--- src/rtl/matproc_pkg.sv ---
// Shared types for the row-streaming matrix engine: opcodes, FSM states and operand-count lookup.
// MATPROC_MUL_EN enables the lane-wise multiply opcode; it is illegal when the macro is undefined.
package matproc_pkg;

  typedef enum logic [3:0] {
    NOP = 4'd0,
    MUL = 4'd1,
    ADD = 4'd2,
    SUB = 4'd3,
    SDC = 4'd8,
    SRR = 4'd9,
    SUC = 4'd10,
    SLR = 4'd11,
    AWC = 4'd12,
    AND = 4'd13,
    XWC = 4'd14,
    LOR = 4'd15
  } op_e;

  typedef enum logic [1:0] {
    IDLE  = 2'd0,
    LOAD  = 2'd1,
    EXEC  = 2'd2,
    DRAIN = 2'd3
  } state_e;

  // Number of operand matrices an opcode consumes; 0 means no rows are loaded.
  function automatic logic [1:0] rows_needed(input op_e op);
    case (op)
      ADD, SUB, AND, LOR:                rows_needed = 2'd2;
`ifdef MATPROC_MUL_EN
      MUL:                               rows_needed = 2'd2;
`endif
      SDC, SRR, SUC, SLR, AWC, XWC:      rows_needed = 2'd1;
      default:                           rows_needed = 2'd0;
    endcase
  endfunction

  function automatic logic is_legal(input op_e op);
    is_legal = (op == NOP) || (rows_needed(op) != 2'd0);
  endfunction

endpackage

--- src/rtl/matproc_if.sv ---
// Command, operand-row and result-row channels of the matrix engine, plus the illegal-op pulse.
interface matproc_if #(
  parameter int ROW_W = 32
);

  // Every channel transfers on a rising clock edge where valid && ready are both high;
  // the source holds valid and payload until that edge, ready may change freely.
  logic             cmd_valid;
  logic             cmd_ready;
  logic [3:0]       cmd_op;
  logic [ROW_W-1:0] cmd_const;

  logic             in_valid;
  logic             in_ready;
  logic [ROW_W-1:0] in_data;

  logic             out_valid;
  logic             out_ready;
  logic [ROW_W-1:0] out_data;

  logic             op_err;

  modport master (
    output cmd_valid, cmd_op, cmd_const, in_valid, in_data, out_ready,
    input  cmd_ready, in_ready, out_valid, out_data, op_err
  );

  modport slave (
    input  cmd_valid, cmd_op, cmd_const, in_valid, in_data, out_ready,
    output cmd_ready, in_ready, out_valid, out_data, op_err
  );

endinterface

--- src/rtl/matproc_alu.sv ---
// Combinational whole-matrix operator: flattened A/B operands and a row constant in, result matrix out.
// MATPROC_MUL_EN adds the lane-wise multiplier; without it no multiplier is built.
module matproc_alu
  import matproc_pkg::*;
#(
  parameter int ROWS   = 8,
  parameter int ROW_W  = 32,
  parameter int ELEM_W = 8
) (
  input  op_e                   op,
  input  logic [ROWS*ROW_W-1:0] a_flat,
  input  logic [ROWS*ROW_W-1:0] b_flat,
  input  logic [ROW_W-1:0]      const_row,
  output logic [ROWS*ROW_W-1:0] res_flat
);

  localparam int LANES = ROW_W / ELEM_W;

  for (genvar r = 0; r < ROWS; r++) begin : g_row
    logic [ROW_W-1:0] a_row;
    logic [ROW_W-1:0] b_row;
    logic [ROW_W-1:0] prev_row;
    logic [ROW_W-1:0] next_row;
    logic [ROW_W-1:0] res_row;

    assign a_row = a_flat[r*ROW_W +: ROW_W];
    assign b_row = b_flat[r*ROW_W +: ROW_W];

    // Row moves shift in zeros at the matrix edges.
    if (r == 0) begin : g_first
      assign prev_row = '0;
    end else begin : g_prev
      assign prev_row = a_flat[(r-1)*ROW_W +: ROW_W];
    end

    if (r == ROWS-1) begin : g_last
      assign next_row = '0;
    end else begin : g_next
      assign next_row = a_flat[(r+1)*ROW_W +: ROW_W];
    end

    always_comb begin
      res_row = '0;
      case (op)
        ADD: begin
          for (int k = 0; k < LANES; k++) begin
            res_row[k*ELEM_W +: ELEM_W] = a_row[k*ELEM_W +: ELEM_W] + b_row[k*ELEM_W +: ELEM_W];
          end
        end
        SUB: begin
          for (int k = 0; k < LANES; k++) begin
            res_row[k*ELEM_W +: ELEM_W] = a_row[k*ELEM_W +: ELEM_W] - b_row[k*ELEM_W +: ELEM_W];
          end
        end
`ifdef MATPROC_MUL_EN
        MUL: begin
          for (int k = 0; k < LANES; k++) begin
            res_row[k*ELEM_W +: ELEM_W] = a_row[k*ELEM_W +: ELEM_W] * b_row[k*ELEM_W +: ELEM_W];
          end
        end
`endif
        AND:     res_row = a_row & b_row;
        LOR:     res_row = a_row | b_row;
        AWC:     res_row = a_row & const_row;
        XWC:     res_row = a_row ^ const_row;
        SDC:     res_row = prev_row;
        SUC:     res_row = next_row;
        SRR:     res_row = a_row >> ELEM_W;
        SLR:     res_row = a_row << ELEM_W;
        default: res_row = '0;
      endcase
    end

    assign res_flat[r*ROW_W +: ROW_W] = res_row;
  end

endmodule

--- src/rtl/matrix_stream_processor.sv ---
// Row-streaming matrix engine: accepts a command, loads one or two operand matrices row by row,
// computes in one cycle and drains result rows with backpressure. MATPROC_MUL_EN enables MUL.
module matrix_stream_processor
  import matproc_pkg::*;
#(
  parameter int ROWS   = 8,
  parameter int ROW_W  = 32,
  parameter int ELEM_W = 8
) (
  input  logic       clk,
  input  logic       reset_n,
  matproc_if.slave   bus,
  output state_e     state_dbg
);

  localparam int CNT_W = $clog2(2*ROWS+1);
  localparam int IDX_W = $clog2(ROWS);
  localparam logic [IDX_W-1:0] LAST_IDX = IDX_W'(ROWS-1);

  state_e           state;
  op_e              op_q;
  logic [ROW_W-1:0] const_q;
  logic [CNT_W-1:0] cnt;
  logic [CNT_W-1:0] last_cnt;
  logic [IDX_W-1:0] wr_idx;
  logic             b_phase;
  logic [IDX_W-1:0] rd_idx;
  logic [IDX_W-1:0] nxt_idx;

  logic             cmd_ready_q;
  logic             in_ready_q;
  logic             out_valid_q;
  logic [ROW_W-1:0] out_data_q;
  logic             op_err_q;

  logic [ROW_W-1:0]      a_mem   [ROWS];
  logic [ROW_W-1:0]      b_mem   [ROWS];
  logic [ROW_W-1:0]      res_mem [ROWS];
  logic [ROWS*ROW_W-1:0] a_flat;
  logic [ROWS*ROW_W-1:0] b_flat;
  logic [ROWS*ROW_W-1:0] res_flat;

  op_e        cmd_op_e;
  logic [1:0] need;
  logic       cmd_fire;
  logic       row_fire;
  logic       out_fire;

  assign cmd_op_e = op_e'(bus.cmd_op);
  assign need     = rows_needed(cmd_op_e);
  assign cmd_fire = bus.cmd_valid && cmd_ready_q;
  assign row_fire = bus.in_valid && in_ready_q;
  assign out_fire = out_valid_q && bus.out_ready;
  assign nxt_idx  = rd_idx + 1'b1;

  assign bus.cmd_ready = cmd_ready_q;
  assign bus.in_ready  = in_ready_q;
  assign bus.out_valid = out_valid_q;
  assign bus.out_data  = out_data_q;
  assign bus.op_err    = op_err_q;
  assign state_dbg     = state;

  for (genvar r = 0; r < ROWS; r++) begin : g_flat
    assign a_flat[r*ROW_W +: ROW_W] = a_mem[r];
    assign b_flat[r*ROW_W +: ROW_W] = b_mem[r];
  end

  matproc_alu #(
    .ROWS   (ROWS),
    .ROW_W  (ROW_W),
    .ELEM_W (ELEM_W)
  ) u_alu (
    .op        (op_q),
    .a_flat    (a_flat),
    .b_flat    (b_flat),
    .const_row (const_q),
    .res_flat  (res_flat)
  );

  // Operand and result storage carry no reset: they are only read after being fully rewritten.
  always_ff @(posedge clk) begin
    if (row_fire) begin
      if (b_phase) begin
        b_mem[wr_idx] <= bus.in_data;
      end else begin
        a_mem[wr_idx] <= bus.in_data;
      end
    end
    if (state == EXEC) begin
      for (int r = 0; r < ROWS; r++) begin
        res_mem[r] <= res_flat[r*ROW_W +: ROW_W];
      end
    end
  end

  always_ff @(posedge clk or negedge reset_n) begin
    if (!reset_n) begin
      state       <= IDLE;
      op_q        <= NOP;
      const_q     <= '0;
      cnt         <= '0;
      last_cnt    <= '0;
      wr_idx      <= '0;
      b_phase     <= 1'b0;
      rd_idx      <= '0;
      cmd_ready_q <= 1'b1;
      in_ready_q  <= 1'b0;
      out_valid_q <= 1'b0;
      out_data_q  <= '0;
      op_err_q    <= 1'b0;
    end else begin
      op_err_q <= 1'b0;
      case (state)
        IDLE: begin
          if (cmd_fire) begin
            op_q    <= cmd_op_e;
            const_q <= bus.cmd_const;
            cnt     <= '0;
            wr_idx  <= '0;
            b_phase <= 1'b0;
            // NOP and illegal opcodes are swallowed here without touching the row channels.
            if (need == 2'd0) begin
              op_err_q <= !is_legal(cmd_op_e);
            end else begin
              last_cnt    <= (need == 2'd2) ? CNT_W'(2*ROWS) : CNT_W'(ROWS);
              cmd_ready_q <= 1'b0;
              in_ready_q  <= 1'b1;
              state       <= LOAD;
            end
          end
        end
        LOAD: begin
          if (row_fire) begin
            cnt <= cnt + 1'b1;
            if (wr_idx == LAST_IDX) begin
              wr_idx  <= '0;
              b_phase <= 1'b1;
            end else begin
              wr_idx <= wr_idx + 1'b1;
            end
            if (cnt == last_cnt - 1'b1) begin
              in_ready_q <= 1'b0;
              state      <= EXEC;
            end
          end
        end
        EXEC: begin
          rd_idx      <= '0;
          out_data_q  <= res_flat[ROW_W-1:0];
          out_valid_q <= 1'b1;
          state       <= DRAIN;
        end
        DRAIN: begin
          if (out_fire) begin
            if (rd_idx == LAST_IDX) begin
              out_valid_q <= 1'b0;
              out_data_q  <= '0;
              cmd_ready_q <= 1'b1;
              state       <= IDLE;
            end else begin
              rd_idx     <= nxt_idx;
              out_data_q <= res_mem[nxt_idx];
            end
          end
        end
        default: state <= IDLE;
      endcase
    end
  end

endmodule

--- src/flat_wrapper.sv ---
// flat-port wrapper written by rule: the top's interface ports become plain ports
module matrix_stream_processor_flat import matproc_pkg::*;
#(
  parameter int ROWS   = 8,
  parameter int ROW_W  = 32,
  parameter int ELEM_W = 8
)
  (clk, reset_n, state_dbg, bus_cmd_valid, bus_cmd_op, bus_cmd_const, bus_in_valid, bus_in_data, bus_out_ready, bus_cmd_ready, bus_in_ready, bus_out_valid, bus_out_data, bus_op_err);
  matproc_if #(.ROW_W(ROW_W)) bus_i ();
  input  logic clk;
  input  logic reset_n;
  output state_e state_dbg;
  input wire logic [$bits(bus_i.cmd_valid)-1:0] bus_cmd_valid;
  input wire logic [$bits(bus_i.cmd_op)-1:0] bus_cmd_op;
  input wire logic [$bits(bus_i.cmd_const)-1:0] bus_cmd_const;
  input wire logic [$bits(bus_i.in_valid)-1:0] bus_in_valid;
  input wire logic [$bits(bus_i.in_data)-1:0] bus_in_data;
  input wire logic [$bits(bus_i.out_ready)-1:0] bus_out_ready;
  output wire logic [$bits(bus_i.cmd_ready)-1:0] bus_cmd_ready;
  output wire logic [$bits(bus_i.in_ready)-1:0] bus_in_ready;
  output wire logic [$bits(bus_i.out_valid)-1:0] bus_out_valid;
  output wire logic [$bits(bus_i.out_data)-1:0] bus_out_data;
  output wire logic [$bits(bus_i.op_err)-1:0] bus_op_err;
  assign bus_i.cmd_valid = bus_cmd_valid;
  assign bus_i.cmd_op = bus_cmd_op;
  assign bus_i.cmd_const = bus_cmd_const;
  assign bus_i.in_valid = bus_in_valid;
  assign bus_i.in_data = bus_in_data;
  assign bus_i.out_ready = bus_out_ready;
  assign bus_cmd_ready = bus_i.cmd_ready;
  assign bus_in_ready = bus_i.in_ready;
  assign bus_out_valid = bus_i.out_valid;
  assign bus_out_data = bus_i.out_data;
  assign bus_op_err = bus_i.op_err;
  matrix_stream_processor #(.ROWS(ROWS), .ROW_W(ROW_W), .ELEM_W(ELEM_W)) u_core (.clk(clk), .reset_n(reset_n), .bus(bus_i), .state_dbg(state_dbg));
endmodule
--- config.mk ---
export PLATFORM = sky130hd
export DESIGN_NAME = matrix_stream_processor_flat
export DESIGN_NICKNAME = d
export VERILOG_FILES = /design/src/rtl/matproc_pkg.sv /design/src/rtl/matproc_if.sv /design/src/rtl/matproc_alu.sv /design/src/rtl/matrix_stream_processor.sv /design/src/flat_wrapper.sv
export SDC_FILE = /design/constraint.sdc
export NUM_CORES = 2
export LEC_CHECK = 0
export BUFFER_PORTS_ARGS = -buffer_cell sky130_fd_sc_hd__buf_2
export CAP_MARGIN = 20
export CORE_MARGIN = 3
export CORE_UTILIZATION = 25
export DETAILED_ROUTE_END_ITERATION = 16
export PLACE_DENSITY_LB_ADDON = 0.05
export SYNTH_ARGS = -nofsm -noshare
export SYNTH_HDL_FRONTEND = slang
export SYNTH_SLANG_ARGS = --single-unit
--- constraint.sdc ---
create_clock -name clk -period 19.05 [get_ports clk]
set_clock_uncertainty 0.15 [all_clocks]
set_input_delay 3.81 -clock clk [delete_from_list [all_inputs] [get_ports clk]]
set_output_delay 3.81 -clock clk [all_outputs]
set_load 0.03 [all_outputs]
== Word-level counts from Yosys, hierarchy flattened ==
Memory sizes are Yosys's and may differ from the RTL's.
Index checks and enable logic that the tools add are counted.
Storage, ports and cells
  word-level logic and storage cells: 226
  memories: 5
  ROM bits: 64
  register bits: 91
  input bits: 73
  output and inout port bits: 38
  bits in writable memories: 768
Memories
  u_core.a_mem: depth 8, width 32, read ports 8, clocked after memory_dff 0, wr ports 1, RTL line matrix_stream_processor.sv:36  | logic [ROW_W-1:0] a_mem [ROWS];
  u_core.b_mem: depth 8, width 32, read ports 8, clocked after memory_dff 0, wr ports 1, RTL line matrix_stream_processor.sv:37  | logic [ROW_W-1:0] b_mem [ROWS];
  u_core.res_mem: depth 8, width 32, read ports 1, clocked after memory_dff 0, wr ports 8, RTL line matrix_stream_processor.sv:38  | logic [ROW_W-1:0] res_mem [ROWS];
  (name not given): depth 16, width 2, read ports 1, clocked after memory_dff 0, wr ports 0, RTL line matproc_pkg.sv:29  | case (op)
  (name not given): depth 16, width 2, read ports 1, clocked after memory_dff 0, wr ports 0, RTL line matproc_pkg.sv:29
Operators by class
  reductions and logical operators: 22
  equal/unequal tests: 25
  bitwise operators: 33
  add/sub/neg operators: 68
  muxes and demuxes: 60
Operator list (number)
  one-hot mux 32 bit (10 select lines): 6
  one-hot mux 32 bit (9 select lines): 2
  AND 32 bit: 16
  adder 8 bit: 32
  bitwise OR 32 bit: 8
  subtractor 8 bit: 32
  XOR 32 bit: 8
  2-to-1 mux 32 bit: 2
  one-hot mux 32 bit (2 select lines): 1
  == test 4 bit, second input constant: 8
  2-to-1 mux 1 bit: 24
  2-to-1 mux 2 bit: 9
  2-to-1 mux 3 bit: 5
  2-to-1 mux 5 bit: 3
  inequality test 2 x 1 -> 1 bit, second input constant: 6
  one-hot mux 3 bit (2 select lines): 2
  AND reduction 3 bit: 4
  one-hot mux 5 bit (2 select lines): 1
  AND reduction 5 bit: 2
  == test 4 x 2 -> 1 bit, second input constant: 2
  one-hot mux 1 bit (2 select lines): 4
  one-hot mux 2 bit (4 select lines): 1
  nonzero test 2 bit: 4
  adder 3 x 1 -> 3 bit, second input constant: 2
  other kinds (16): 24

== Logic depth before layout (Yosys ltp) ==
An unclocked memory read counts as a cell.
  depth in word-level cells: 11
  depth in mapped cells: 17
  mapped depth without buffers: 12

== By module ==
From an unflattened synthesis, not the netlist that was laid out.
Unflattened totals
  cell total of the unflattened synthesis: 6051
  area total of the unflattened synthesis: 60646.9 µm²
Modules (own cells, without submodules)
  matproc_alu: times used 1, area each 31467.7 µm², seq. area each 0.0 µm², cells each 4615
  matrix_stream_processor: times used 1, area each 29179.2 µm², seq. area each 25265.5 µm², cells each 1436

== Least setup slack after synthesis ==
No wires, ideal clock.
  path kind: reg-to-reg
  start point: reg u_core.state[0], in the netlist u_core.state_dbg[0]
  end point: reg u_core.out_data_q[3], in the netlist u_core.bus.out_data[3]
  cell stages (with the launch flop): 10
  setup time: 0.126 ns
  slack: 10.318 ns
  clock period less this slack: 8.732 ns
  arrival time: 8.456 ns
  buffers on the path: 2
  cells stage by stage: dfrtp_1 inv_1 ha_1 inv_1 nor2_1 or2_2 clkbuf_1 buf_2 o31ai_1 o32a_1
Between the ends
  longest elaborated chain between the ends: 3
  elaborated cells on any way between the ends: 6
  those cells by class: 3 x eq/ne; 1 x mux; 2 x reduce/logical
RTL lines
  start, declared: RTL line matrix_stream_processor.sv:20  | state_e state;
  start signal, assigned: RTL line matrix_stream_processor.sv:98  | state <= IDLE;
  start signal, assigned: RTL line matrix_stream_processor.sv:128  | state <= LOAD;
  start signal, assigned: RTL line matrix_stream_processor.sv:143  | state <= EXEC;
  == test 2 bit: RTL line matrix_stream_processor.sv:113  | case (state)
  inequality test 2 x 1 -> 1 bit (no source line) or nonzero test 2 bit (tied branches)
  AND reduction 2 bit (no source line)
  end signal, assigned: RTL line matrix_stream_processor.sv:149  | out_data_q <= res_flat[ROW_W-1:0];
  end signal, assigned: RTL line matrix_stream_processor.sv:162  | out_data_q <= res_mem[nxt_idx];
  end, declared: RTL line matrix_stream_processor.sv:33  | logic [ROW_W-1:0] out_data_q;
Several ways; a longest one is shown, not always the timed one.
A chain may end at the register's enable or synchronous reset.

== Worst setup path in the final report ==
  start point: in bus_out_ready
  end point: reg u_core.out_data_q[14], in the netlist u_core.bus.out_data[14]
Between the ends
  longest elaborated chain between the ends: 3
RTL lines
  start, declared: RTL line flat_wrapper.sv:18  | input wire logic [$bits(bus_i.out_ready)-1:0] bus_out_ready;
  logical AND 1 bit: RTL line matrix_stream_processor.sv:53  | assign out_fire = out_valid_q && bus.out_ready;
  inequality test 2 x 1 -> 1 bit (no source line)
  AND reduction 2 bit (no source line)
Every way passes these cells.

==> impl_metrics.ini <==
[yosys]
synth-edff-count = 768
synth_flop_cell = edfxtp_1
ys_ff_latch = 856
synth_area_um2 = 58890
seq_area_frac_synth = 0.4290
yosys_warnings = 0
synthCells = 5736
avgSynthCellArea_um2 = 10.27
ys_types = 88
synthesis.nets = 6138
async_reset_ff_frac = 0.1028

[cells_and_area]
layout_common_cells = 768 x edfxtp_1, 400 x nand2_1, 388 x a21oi_1, 367 x o21ai_0, 363 x nor2_1
post_route_cells_drive_above_1_share = 0.1047
syn2layout_area_growth_pct = 13.61
nets = 6106
final_area_um2 = 66910
final_common_cell = edfxtp_1

[grt]
antenna_found_initial = 26
grt-ovfl-total = 0
grt_max_degree = 111
grt_pass1_wl_mm = 456.9
track_usage = 0.2770
grt_pass1_vias = 50430

[cts]
cts.repair.resized = 0
htree_levels = 3
cts_setup_buffers = 0
cts_sinks = 856
cts_hold_buf = 0
clk_pin_slew_worst_paths_ps = 60
clockBufferDepth = 3
numCtsBuffers = 116
cts_root_buf = clkbuf_16
cts_tree = built
clock_latency_ps = 810

[timing]
period_needed_ps = 5908
max_slew_margin = 0.1736
rsz0062_at_grt = false
hold_ws_ps = 354.5
maxClockFrequency_mhz = 169.3
min_period_over_period = 0.3101
hold_viol = 0
fin_setup_tns_ps = 0
worst_pin_slew_ps = 1236
drv_slew = 0
finalSetupViolations = 0

[floorplan]
die_x_um = 491.4
initial_core_util = 0.2523
io_pins = 111
die_area_um2 = 241400
die_h_um = 491.4
rows = 177
core_area_um2 = 233400

[power_and_ir_drop]
cellPowerDensity_nw_per_um2 = 130.2
p_leak_nw = 23.10
ir_worst_vdd_uv = 102.9
total_power_mw = 8.711

[detailed_routing]
viasPerCell = 5.792
wl_per_cell_um = 38.73
routed_wl_mm = 346.5
final_antenna_net_count = 0
drt_iter0_drc = 6429
dr.pass1.iters = 8
drc = 0
vias = 51830

[setup_path]
critPathRequiredTime_ps = 19630
crit_type = input port to flop
critical_path_peak_fanout = 41
critPathLaunchType = input port
worst_ep_arrival_time_ps = 6480
critPathCaptureType = flop

[placed_design]
dp_hpwl_mm = 244.0
globalplace.congestion = 0.9121
port_buffers = 110
postPlaceCellArea_um2 = 62950

[min_path]
hp-class = flop to flop

[job]
max-cap-violations = 0

[run_status]
outcome = complete, no violations
synth_stat cells (120+ instances only):
master    instances  share of area
buf_2           135          0.011
edfxtp_1        768           0.39
a21oi_1         388          0.033
o211ai_1        149          0.019
xnor2_1         355          0.053
a22oi_1         168          0.021
nor2_1          378          0.024
nand3_1         120          0.010
xor2_1          123          0.018
mux2i_1         169          0.029
clkbuf_1        180          0.011
nand2_1         402          0.026
o21ai_0         367          0.031
ha_1            297          0.063
inv_1           232          0.015
worst max-delay path, cell delays in order:
cell	delay, ps
buf_2	100
nand2_1	140
nor2_1	590
or2_4	780
nand2_1	640
nor2_1	240
a221o_1	140
per-layer routing:
layer / share of wire / wire, um / up-vias / track usage
met5: 0.000087 / 30 / - / 0
met4: 0.050 / 17420 / 6 / 0.1216
met3: 0.070 / 24370 / 567 / 0.04179
met2: 0.47 / 162500 / 2641 / 0.4547
met1: 0.41 / 142200 / 26840 / 0.3604
li1: - / - / 21780 / -
registers in the layout, indices dropped and copies added (netlist names):
name                  flops
u_core.bus.out_valid      1
u_core.const_q           32
u_core.bus.cmd_ready      1
u_core.cnt                5
u_core.b_mem            256
u_core.b_phase            1
u_core.op_q               4
u_core.a_mem            256
u_core.rd_idx             3
u_core.bus.out_data      32
u_core.bus.op_err         1
u_core.last_cnt           2
u_core.res_mem          256
u_core.wr_idx             3
u_core.state_dbg          2
u_core.bus.in_ready       1
power breakdown:
group,internal (mW),switching [mW]
Clock,1.34,0.978
Sequential,2.56,0.414
Combinational,1.08,2.34
kinds of logic after synthesis:
family / count (synthesis) / share of synthesized area
AND/OR/NAND/NOR: 1334 / 0.1056
XOR/XNOR: 481 / 0.07191
AO/OA/AOI/OAI: 1794 / 0.2039
flip-flops: 856 / 0.4290
buffers and inverters: 619 / 0.04440
multiplexers: 295 / 0.06639
adder cells (fa/ha/maj): 357 / 0.07875
layout make-up:
cell class	count	area [um^2]
fillers	24490	166500
multi-input cells	4261	31310
flip-flops and latches	856	25280
well taps	3132	3919
clock buffers	146	3138
repair buffers	234	1583
inverters	235	884.6
clock inverters	76	769.5
diodes	8	20.02
final timing paths:
kind	start	endpoint	slack, ps	cells past startpoint
worst max-delay path	bus_out_ready	u_core.bus.out_data[14]$_DFFE_PN0P_	13140	7
min in group asynchronous	reset_n	u_core.cnt[3]$_DFFE_PN0P_	2840	1
max in group asynchronous	reset_n	u_core.op_q[2]$_DFFE_PN0P_	14480	2
worst min-delay path	u_core.cnt[1]$_DFFE_PN0P_	u_core.cnt[1]$_DFFE_PN0P_	350	2
worst min register to register	u_core.cnt[1]$_DFFE_PN0P_	u_core.cnt[1]$_DFFE_PN0P_	350	2
worst max register to register	u_core.op_q[1]$_DFFE_PN0P_	u_core.bus.out_data[22]$_DFFE_PN0P_	13490	12
through the flow:
| stage | util | worst slack (ps) | std cells |
|---|---|---|---|
| floorplan | - | 10320 | 5736 |
| global placement | 0.2697 | 12460 | 8717 |
| detailed placement | 0.2697 | 12400 | 8717 |
| CTS | 0.2864 | 13260 | 8939 |
| global route | 0.2866 | 13120 | 8942 |
| finish | 0.2866 | 13140 | 8948 |
Note: power is estimated with default switching activity, not from simulation.
